`src/rtl/clock_pkg.sv`:
```
//------------------------------------------------------------------------------
// Module      : clock_pkg
// Description : Shared BCD types, constants and helpers for the time-of-day core.
// Revision    : 1.0 - initial release
//------------------------------------------------------------------------------
`default_nettype none

package clock_pkg;

  typedef logic [3:0] bcd_digit_t;
  typedef logic [7:0] bcd_field_t;

  typedef struct packed {
    bcd_field_t hh;
    bcd_field_t mm;
    bcd_field_t ss;
  } time_t;

  localparam bcd_field_t BCD_59 = 8'h59;
  localparam bcd_field_t BCD_23 = 8'h23;
  localparam bcd_field_t BCD_12 = 8'h12;

  // Valid BCD orders the same as binary, so a plain compare checks the range.
  function automatic logic bcd_valid(input bcd_field_t field, input bcd_field_t max);
    return (field[7:4] <= 4'd9) && (field[3:0] <= 4'd9) && (field <= max);
  endfunction

  function automatic bcd_field_t to_12h(input bcd_field_t hh);
    logic [4:0] bin;
    logic [4:0] b12;
    bin = 5'(hh[7:4]) * 5'd10 + 5'(hh[3:0]);
    b12 = bin - 5'd12;
    if (bin == 5'd0)
      return BCD_12;
    else if (bin > 5'd12)
      return (b12 >= 5'd10) ? {4'd1, 4'(b12 - 5'd10)} : {4'd0, 4'(b12)};
    else
      return hh;
  endfunction

endpackage

`default_nettype wire

```
`src/rtl/bcd_field_counter.sv`:
```
//------------------------------------------------------------------------------
// Module      : bcd_field_counter
// Description : Two-digit BCD counter wrapping at MAX_BCD, with validated preload.
// Revision    : 1.0 - initial release
//------------------------------------------------------------------------------
`default_nettype none

module bcd_field_counter
  import clock_pkg::*;
#(
  parameter bcd_field_t MAX_BCD = BCD_59
) (
  input  logic       clk,
  input  logic       rst,
  input  logic       inc,
  input  logic       load,
  input  bcd_field_t load_val,
  output bcd_field_t value,
  output logic       at_max
);

  bcd_field_t value_q;
  bcd_field_t value_d;

  assign value  = value_q;
  assign at_max = (value_q == MAX_BCD);

  always_comb begin
    value_d = value_q;
    if (load) begin
      value_d = bcd_valid(load_val, MAX_BCD) ? load_val : 8'h00;
    end else if (inc) begin
      if (at_max)
        value_d = 8'h00;
      else if (value_q[3:0] == 4'd9)
        value_d = {value_q[7:4] + 4'd1, 4'd0};
      else
        value_d = {value_q[7:4], value_q[3:0] + 4'd1};
    end
  end

  always_ff @(posedge clk) begin
    if (rst)
      value_q <= 8'h00;
    else
      value_q <= value_d;
  end

endmodule

`default_nettype wire

```
`src/rtl/bcd_clock_core.sv`:
```
//------------------------------------------------------------------------------
// Module      : bcd_clock_core
// Description : BCD HH:MM:SS time-of-day core with set buttons, preload,
//               12/24h display, seconds strobe and hourly chime pulse.
// Revision    : 1.0 - initial release
//------------------------------------------------------------------------------
`default_nettype none

module bcd_clock_core
  import clock_pkg::*;
#(
  parameter int CLK_HZ = 12000000,
  parameter int SET_HZ = 5,
  parameter int DIV_W  = 24
) (
  input  logic        clk,
  input  logic        rst,
  input  logic        en,
  input  logic [2:0]  set_n,
  input  logic        load,
  input  logic [23:0] load_time,
  input  logic        mode_12h,
  output logic [23:0] time_out,
  output logic        pm,
  output logic        sec_tick,
  output logic        hour_flag
);

  localparam int               SDIV_W    = (SET_HZ > 1) ? $clog2(SET_HZ) : 1;
  localparam logic [DIV_W-1:0] DIV_LAST  = DIV_W'(CLK_HZ / SET_HZ - 1);
  localparam logic [SDIV_W-1:0] SDIV_LAST = SDIV_W'(SET_HZ - 1);

  logic [DIV_W-1:0]  presc_q;
  logic [SDIV_W-1:0] sdiv_q;
  logic              set_tick;
  logic              adv_sec;
  logic              inc_ss, inc_mm, inc_hh;
  logic              ss_max, mm_max, hh_max;
  logic              sec_pend_q, hour_pend_q;
  time_t             now;
  time_t             load_t;
  logic [23:0]       time_out_q;
  logic              pm_q, sec_tick_q, hour_flag_q;

  assign load_t   = time_t'(load_time);
  assign set_tick = en && (presc_q == DIV_LAST);
  assign adv_sec  = set_tick && (sdiv_q == SDIV_LAST);

  // Natural carries look only at adv_sec, so a button-driven wrap never ripples up.
  assign inc_ss = adv_sec || (set_tick && !set_n[0]);
  assign inc_mm = (adv_sec && ss_max) || (set_tick && !set_n[1]);
  assign inc_hh = (adv_sec && ss_max && mm_max) || (set_tick && !set_n[2]);

  always_ff @(posedge clk) begin
    if (rst) begin
      presc_q <= '0;
      sdiv_q  <= '0;
    end else if (load) begin
      presc_q <= '0;
      sdiv_q  <= '0;
    end else if (en) begin
      presc_q <= set_tick ? '0 : presc_q + 1'b1;
      if (set_tick)
        sdiv_q <= (sdiv_q == SDIV_LAST) ? '0 : sdiv_q + 1'b1;
    end
  end

  bcd_field_counter #(.MAX_BCD(BCD_59)) u_ss (
    .clk(clk), .rst(rst), .inc(inc_ss), .load(load),
    .load_val(load_t.ss), .value(now.ss), .at_max(ss_max)
  );

  bcd_field_counter #(.MAX_BCD(BCD_59)) u_mm (
    .clk(clk), .rst(rst), .inc(inc_mm), .load(load),
    .load_val(load_t.mm), .value(now.mm), .at_max(mm_max)
  );

  bcd_field_counter #(.MAX_BCD(BCD_23)) u_hh (
    .clk(clk), .rst(rst), .inc(inc_hh), .load(load),
    .load_val(load_t.hh), .value(now.hh), .at_max(hh_max)
  );

  // Strobes are staged twice so they line up with the display register.
  always_ff @(posedge clk) begin
    if (rst) begin
      sec_pend_q  <= 1'b0;
      hour_pend_q <= 1'b0;
      time_out_q  <= 24'h0;
      pm_q        <= 1'b0;
      sec_tick_q  <= 1'b0;
      hour_flag_q <= 1'b0;
      if (mode_12h)
        time_out_q <= {BCD_12, 16'h0000};
    end else begin
      sec_pend_q  <= adv_sec && !load;
      hour_pend_q <= adv_sec && ss_max && mm_max && !load;
      time_out_q  <= {(mode_12h ? to_12h(now.hh) : now.hh), now.mm, now.ss};
      pm_q        <= (now.hh >= BCD_12);
      sec_tick_q  <= sec_pend_q;
      hour_flag_q <= hour_pend_q;
    end
  end

  assign time_out  = time_out_q;
  assign pm        = pm_q;
  assign sec_tick  = sec_tick_q;
  assign hour_flag = hour_flag_q;

  logic unused_ok;
  assign unused_ok = hh_max;

endmodule

`default_nettype wire

```
`config.mk`:
```
export PLATFORM = sky130hd
export DESIGN_NAME = bcd_clock_core
export DESIGN_NICKNAME = d
export VERILOG_FILES = /design/src/rtl/clock_pkg.sv /design/src/rtl/bcd_field_counter.sv /design/src/rtl/bcd_clock_core.sv
export SDC_FILE = /design/constraint.sdc
export NUM_CORES = 1
export LEC_CHECK = 0
export ABC_AREA = 1
export ABC_CLOCK_PERIOD_IN_PS = 5500
export CORE_ASPECT_RATIO = 0.7
export CORE_MARGIN = 4
export CORE_UTILIZATION = 40
export DETAILED_ROUTE_END_ITERATION = 16
export GPL_ROUTABILITY_DRIVEN = 0
export GPL_TIMING_DRIVEN = 0
export HOLD_SLACK_MARGIN = 0.08
export SLEW_MARGIN = 20
export SYNTH_ARGS = -nofsm -noshare
export SYNTH_HDL_FRONTEND = slang
export SYNTH_SLANG_ARGS = --single-unit
```
`constraint.sdc`:
```
create_clock -name clk -period 5.5 [get_ports clk]
set_input_delay 1.1 -clock clk [delete_from_list [all_inputs] [get_ports clk]]
set_output_delay 1.1 -clock clk [all_outputs]
set_load 0.05 [all_outputs]
```
After elaboration in Yosys (flattened, before gate mapping) --
Index checks and enable logic that the tools add are counted.
Operators by class: add/sub/neg operators 11, multiply operators 1, order comparisons 12, equal/unequal tests 8, muxes and demuxes 23, reductions and logical operators 34
Operators with widths (number):
- 8-bit two-way mux | 18
- 24-bit two-way mux | 2
- 24-bit by 1-bit adder with 24-bit output, second input constant | 1
- 4-bit by 1-bit adder with 4-bit output, second input constant | 6
- 24-bit by 22-bit equality test with 1-bit output, second input constant | 1
- 4-bit <= comparator, second input constant | 6
- 21-bit two-way mux | 1
- 8-bit by 7-bit equality test with 1-bit output, second input constant | 2
- 8-bit by 7-bit <= comparator with 1-bit output, second input constant | 2
- 1-bit logical AND | 15
- 4-bit equality test, second input constant | 3
- 3-bit nonzero test | 3
- 8-bit by 6-bit equality test with 1-bit output, second input constant | 1
- 8-bit by 5-bit >= comparator with 1-bit output, second input constant | 1
- 8-bit by 6-bit <= comparator with 1-bit output, second input constant | 1
- 2-bit AND reduction | 4
- 2-bit nonzero test | 3
- 5-bit by 4-bit adder with 5-bit output | 1
- 5-bit by 4-bit >= comparator with 1-bit output, second input constant | 1
- 5-bit by 4-bit > comparator with 1-bit output, second input constant | 1
- 5-bit logical NOT | 1
- 5-bit two-way mux | 1
- 5-bit by 4-bit subtractor with 5-bit output, second input constant | 1
- 1-bit logical NOT | 4
- 7 further kinds | 9
Word-level totals: register bits after elaboration 80, bits of input ports 32, logic and storage cells 103

Logic depth before layout (Yosys ltp) --
depth after elaboration 9, mapped depth 14, mapped depth without buffers 14

Hierarchy --
A second synthesis with hierarchy kept.
Second synthesis, totals: cell total of the unflattened synthesis 674, area total of the unflattened synthesis 4615.7 um2
Modules (own cells, without submodules):
- bcd_clock_core | times used 1, cells each 361, area an instance 2717.6 um2, sequential area each 1121.1 um2
- bcd_field_counter (u_mm ...) | times used 2, cells each 102, area an instance 618.1 um2, sequential area each 160.2 um2
- bcd_field_counter (u_hh) | times used 1, cells each 109, area an instance 661.9 um2, sequential area each 160.2 um2

Least setup slack after synthesis --
OpenSTA, ideal clock, no wires.
path kind input -> register, from in en, to reg presc_q[16], library setup time 115 ps, data arrival time 2341 ps, required time 5385 ps, path slack 3044 ps, stages on the path 8, path through buf_2 clkinv_1 nor4_1 nand4_1 nand2_1 buf_2 nor2_1 o21a_1
On the way: longest elaborated chain between the ends 2
Ends and longest elaborated chain:
- start: declaration | RTL line bcd_clock_core.sv:18 | input logic en,
- 1-bit logical AND | RTL line bcd_clock_core.sv:46 | assign set_tick = en && (presc_q == DIV_LAST);
- 24-bit two-way mux | RTL line bcd_clock_core.sv:62 | presc_q <= set_tick ? '0 : presc_q + 1'b1;
- end signal: assignment | RTL line bcd_clock_core.sv:62
- end: declaration | RTL line bcd_clock_core.sv:33 | logic [DIV_W-1:0] presc_q;
Parallel ways exist; a longest one is shown, timed or not. A chain may end at the register's enable or synchronous reset.

Worst setup path after layout --
from in load, to reg u_hh.value_q[1] (netlist: u_hh.value[1])
On the way: longest elaborated chain between the ends 1
Ends and longest elaborated chain:
- start: declaration | RTL line bcd_clock_core.sv:20 | input logic load,
- 8-bit two-way mux / 2-bit nonzero test (equally long branches)
- end signal: assignment | RTL line bcd_field_counter.sv:46 | value_q <= value_d;
- end: declaration | RTL line bcd_field_counter.sv:22 | bcd_field_t value_q;
Parallel ways exist; a longest one is shown, timed or not.

==> run summary <==
Result of the run: completed
Total power consumption of the routed design: 1.31 mW
Floorplan die height: 94.3 um
Total Neg Setup Slack: 0 ns
Number of clock buffers inserted by TritonCTS: 9
Mean instance size in the synthesized netlist: 7.19 sq um
Global-route wire length before repair: 18300 um
Largest delay contributor family on the critical path: buffers and inverters
Worst-Skew Late Latency: 0.33 ns
Antenna violations before repair: 0
Destination of the worst register-to-register timing path: time_out[22]$_SDFF_PP0_
Detailed-placement wirelength estimate: 8370 um
Setup repair after global routing missed its margin: false
First-pass detailed-route iteration total: 5
Worst rel slew slack: 54.3%
Mapped Cells: 592
Die area: 12400 sq um
Critical path start-end classification: input port to register
Post-synthesis register bit count: 80
Max Cap Violations: 0
Total buffers and inverters traversed by the critical path: 3
Maximum cell stage delay along the critical path: 0.57 ns
Setup slack of the most critical reg-to-reg path: 2.66 ns
Maximum clock insertion buffer count: 2
Post-route cell area: 5240 sq um
Number of diodes: 0
Fraction of layout instances using a drive strength above 1: 5.59%
P&R area growth vs syn: 23.2%
Final hold viol count: 0
Area used by multi-input combinational logic: 2270 sq um
Net count after synthesis: 650
Overall overflow remaining after global route: 0
Min-Delay Path Class: register to register
Critical path, cell by cell: clkdlybuf4s50_1 -> inv_1 -> clkbuf_1 -> nand3_1 -> o21ai_0 -> nand2_1 -> a21oi_1
Worst voltage drop across the vdd grid: 141 uV
Routed len/inst: 13.8 um
Final layout net count: 717
Post-synthesis instance area: 4250 sq um
Ports placed on the boundary: 59
Crit Path Max Fanout: 10
Resized Gates After CTS: 0
Setup fix buffers added after clock tree synthesis: 0
Sequential Area: 1600 sq um
Number of cells on the worst hold path: 2
Yosys warns: 0
Clock Tree Root: sky130_fd_sc_hd__clkbuf_16
Slew at the pin closest to its max-slew limit: 0.686 ns
Fillcell total: 1021
Clock tree from TritonCTS: yes
GRT Resource Usage Total: 18.3%
Number of clock sinks: 80
Leak Pwr: 2.10 nW
Final max-slew violation count: 0
WL final: 10900 um
F_max: 345 MHz
Pin count of the biggest net entering global routing: 13
Non-filler instance count after layout: 794
Total number of H-tree levels: 3
Initial DRC Count: 303
Cell depth of the worst flop-to-flop path: 11
Clock Skew: 0.00737 ns
Area of placed instances: 4980 sq um
Launch instance of the worst register-to-register path: u_hh.value[4]$_SDFFE_PP0P_
CTS hold repair buffers: 0
Cell count after placement: 780
Via count: 4088
Number of global-route vias before repair: 3719
Final critical delay including setup and external delays: 2.90 ns
Placeable core region: 10400 sq um
DRT antenna net count: 0
Clock transition at path regs: 0.06 ns
Cell with the biggest individual delay on the critical path: sky130_fd_sc_hd__clkdlybuf4s50_1
Critical hold path startpoint: sec_pend_q$_SDFF_PP0_
Die width: 131 um
Power density normalized to cell area: 251 nW/um^2
Vias per Instance: 5.15
CP Data Arrival Time: 3.16 ns
Count of endpoints failing setup in the final report: 0
Synth unique cells: 41
CP Capture Type: register
Core Rows: 31
Effective utilization at floorplan: 41.1%
Final Cycle Share: 52.7%
Buffers added on ports: 56
Sequential cell area fraction in the yosys report: 37.6%
Data required time of the critical path: 5.76 ns
WHS Endpoint: sec_tick$_SDFF_PP0_
Critical path launch point type: input port
Number of remaining DRC errors: 0
[flip-flops by register name, summed over array words and instances (netlist names)]
signal,cells
hour_flag,1
presc_q,24
sec_pend_q,1
sec_tick,1
u_ss.value,8
sdiv_q,3
u_mm.value,8
pm,1
hour_pend_q,1
u_hh.value,8
time_out,24
[kinds of logic (layout without fill, tap and decap cells)]
| kind of cell | count (synthesis) | after routing | share of synthesized area, % |
|---|---|---|---|
| AOI/OAI and AO/OA | 105 | 105 | 13.8 |
| and+or+nand+nor | 271 | 271 | 28.8 |
| adders and majority gates | 26 | 26 | 7.82 |
| xor gates and xnor gates | 15 | 15 | 3.09 |
| buffers and inverters | 95 | 165 | 8.91 |
| DFF | 80 | 80 | 37.6 |
[cell type report]
| cell class | count | area share [%] |
|---|---|---|
| multi-input combinational | 417 | 43.4 |
| clock buffer | 11 | 4.63 |
| timing repair buffer | 56 | 10.7 |
| inverter | 83 | 5.94 |
| buffer | 12 | 1.29 |
| tap | 132 | 3.15 |
| sequential | 80 | 30.5 |
| clock inverter | 3 | 0.382 |
[layer usage]
layer,part of all wire (%),wire length [um],GRT usage (%)
met2,38,4130,25.3
met5,0,0,0
met4,1.4,157,5.42
met3,8.4,917,5.03
met1,52,5730,27.3
[stage by stage]
| stage | hold slack (ns) | worst slack [ns] | util [%] |
|---|---|---|---|
| 2_1_floorplan | 0.388 | 3.04 | - |
| 3_3_place_gp | 0.392 | 2.25 | 48.1 |
| 3_5_place_dp | 0.393 | 2.27 | 48.1 |
| 4_1_cts | 0.404 | 2.59 | 50.6 |
| 5_1_grt | 0.426 | 2.37 | 50.6 |
| 6_report | 0.406 | 2.60 | 50.6 |
[how the worst max path moves through the flow]
stage / start / endpoint / slack (ns) / depth (start not counted)
after global routing: u_hh.value[4]$_SDFFE_PP0P_ / time_out[22]$_SDFF_PP0_ / 2.37 / 11
after global placement: load / u_hh.value[1]$_SDFFE_PP0P_ / 2.25 / 7
after floorplan: en / presc_q[16]$_SDFFE_PP0P_ / 3.04 / 8
final: load / u_hh.value[1]$_SDFFE_PP0P_ / 2.60 / 7
after CTS: load / u_hh.value[2]$_SDFFE_PP0P_ / 2.59 / 7
after detailed placement: load / u_hh.value[2]$_SDFFE_PP0P_ / 2.27 / 7
[synthesized netlist by cell type, drive strengths merged]
cell	count	area [sq um]
nand2	100	388
inv	82	308
dfxtp	80	1600
nor2	78	298
nand3	51	260
a21oi	48	248
o21ai	33	169
ha	25	313
nor3	23	138
o22ai	11	68.8
xor2	9	78.8
nand4	8	65.1
buf	7	48.8
xnor2	6	52.6
clkbuf	5	18.8
nor3b	4	30.0
o21a	4	30.0
nor4	3	18.8
a22oi	2	15.0
a31oi	2	12.5
o32ai	2	17.5
or2	2	12.5
a32o	1	10.0
and3	1	6.26
clkinv	1	3.75
fa	1	20.0
nand3b	1	7.51
o211ai	1	7.51
o31ai	1	7.51
[layout by cell type (no fill, tap or decap), types with 3 or more instances in the layout]
cell type,Yosys,final
sky130_fd_sc_hd__nand2_1,95,95
sky130_fd_sc_hd__inv_1,80,80
sky130_fd_sc_hd__dfxtp_1,80,80
sky130_fd_sc_hd__nor2_1,76,76
sky130_fd_sc_hd__clkdlybuf4s50_1,0,56
sky130_fd_sc_hd__nand3_1,50,50
sky130_fd_sc_hd__a21oi_1,46,46
sky130_fd_sc_hd__o21ai_0,29,29
sky130_fd_sc_hd__ha_1,25,25
sky130_fd_sc_hd__nor3_1,21,21
sky130_fd_sc_hd__o22ai_1,11,11
sky130_fd_sc_hd__xor2_1,9,9
sky130_fd_sc_hd__clkbuf_16,0,9
sky130_fd_sc_hd__nand4_1,7,7
sky130_fd_sc_hd__xnor2_1,6,6
sky130_fd_sc_hd__clkbuf_1,5,6
sky130_fd_sc_hd__nand2_2,5,5
sky130_fd_sc_hd__o21a_1,4,4
sky130_fd_sc_hd__nor3b_1,4,4
sky130_fd_sc_hd__buf_2,3,3
sky130_fd_sc_hd__nor4_1,3,3
sky130_fd_sc_hd__o21ai_1,3,3
[report_power, final]
part,internal [mW],leakage [nW],switching (mW)
combinational,0.0667,1.33,0.106
clock,0.312,0.123,0.221
sequential,0.595,0.650,0.0136
total,0.974,2.10,0.340
[tightest hold or removal path: stages (launching register included)]
cell,delay (ns)
sky130_fd_sc_hd__dfxtp_1,0.29
sky130_fd_sc_hd__inv_1,0.04
sky130_fd_sc_hd__nor2_1,0.03
No activity file was read; power rests on OpenSTA's default activity.
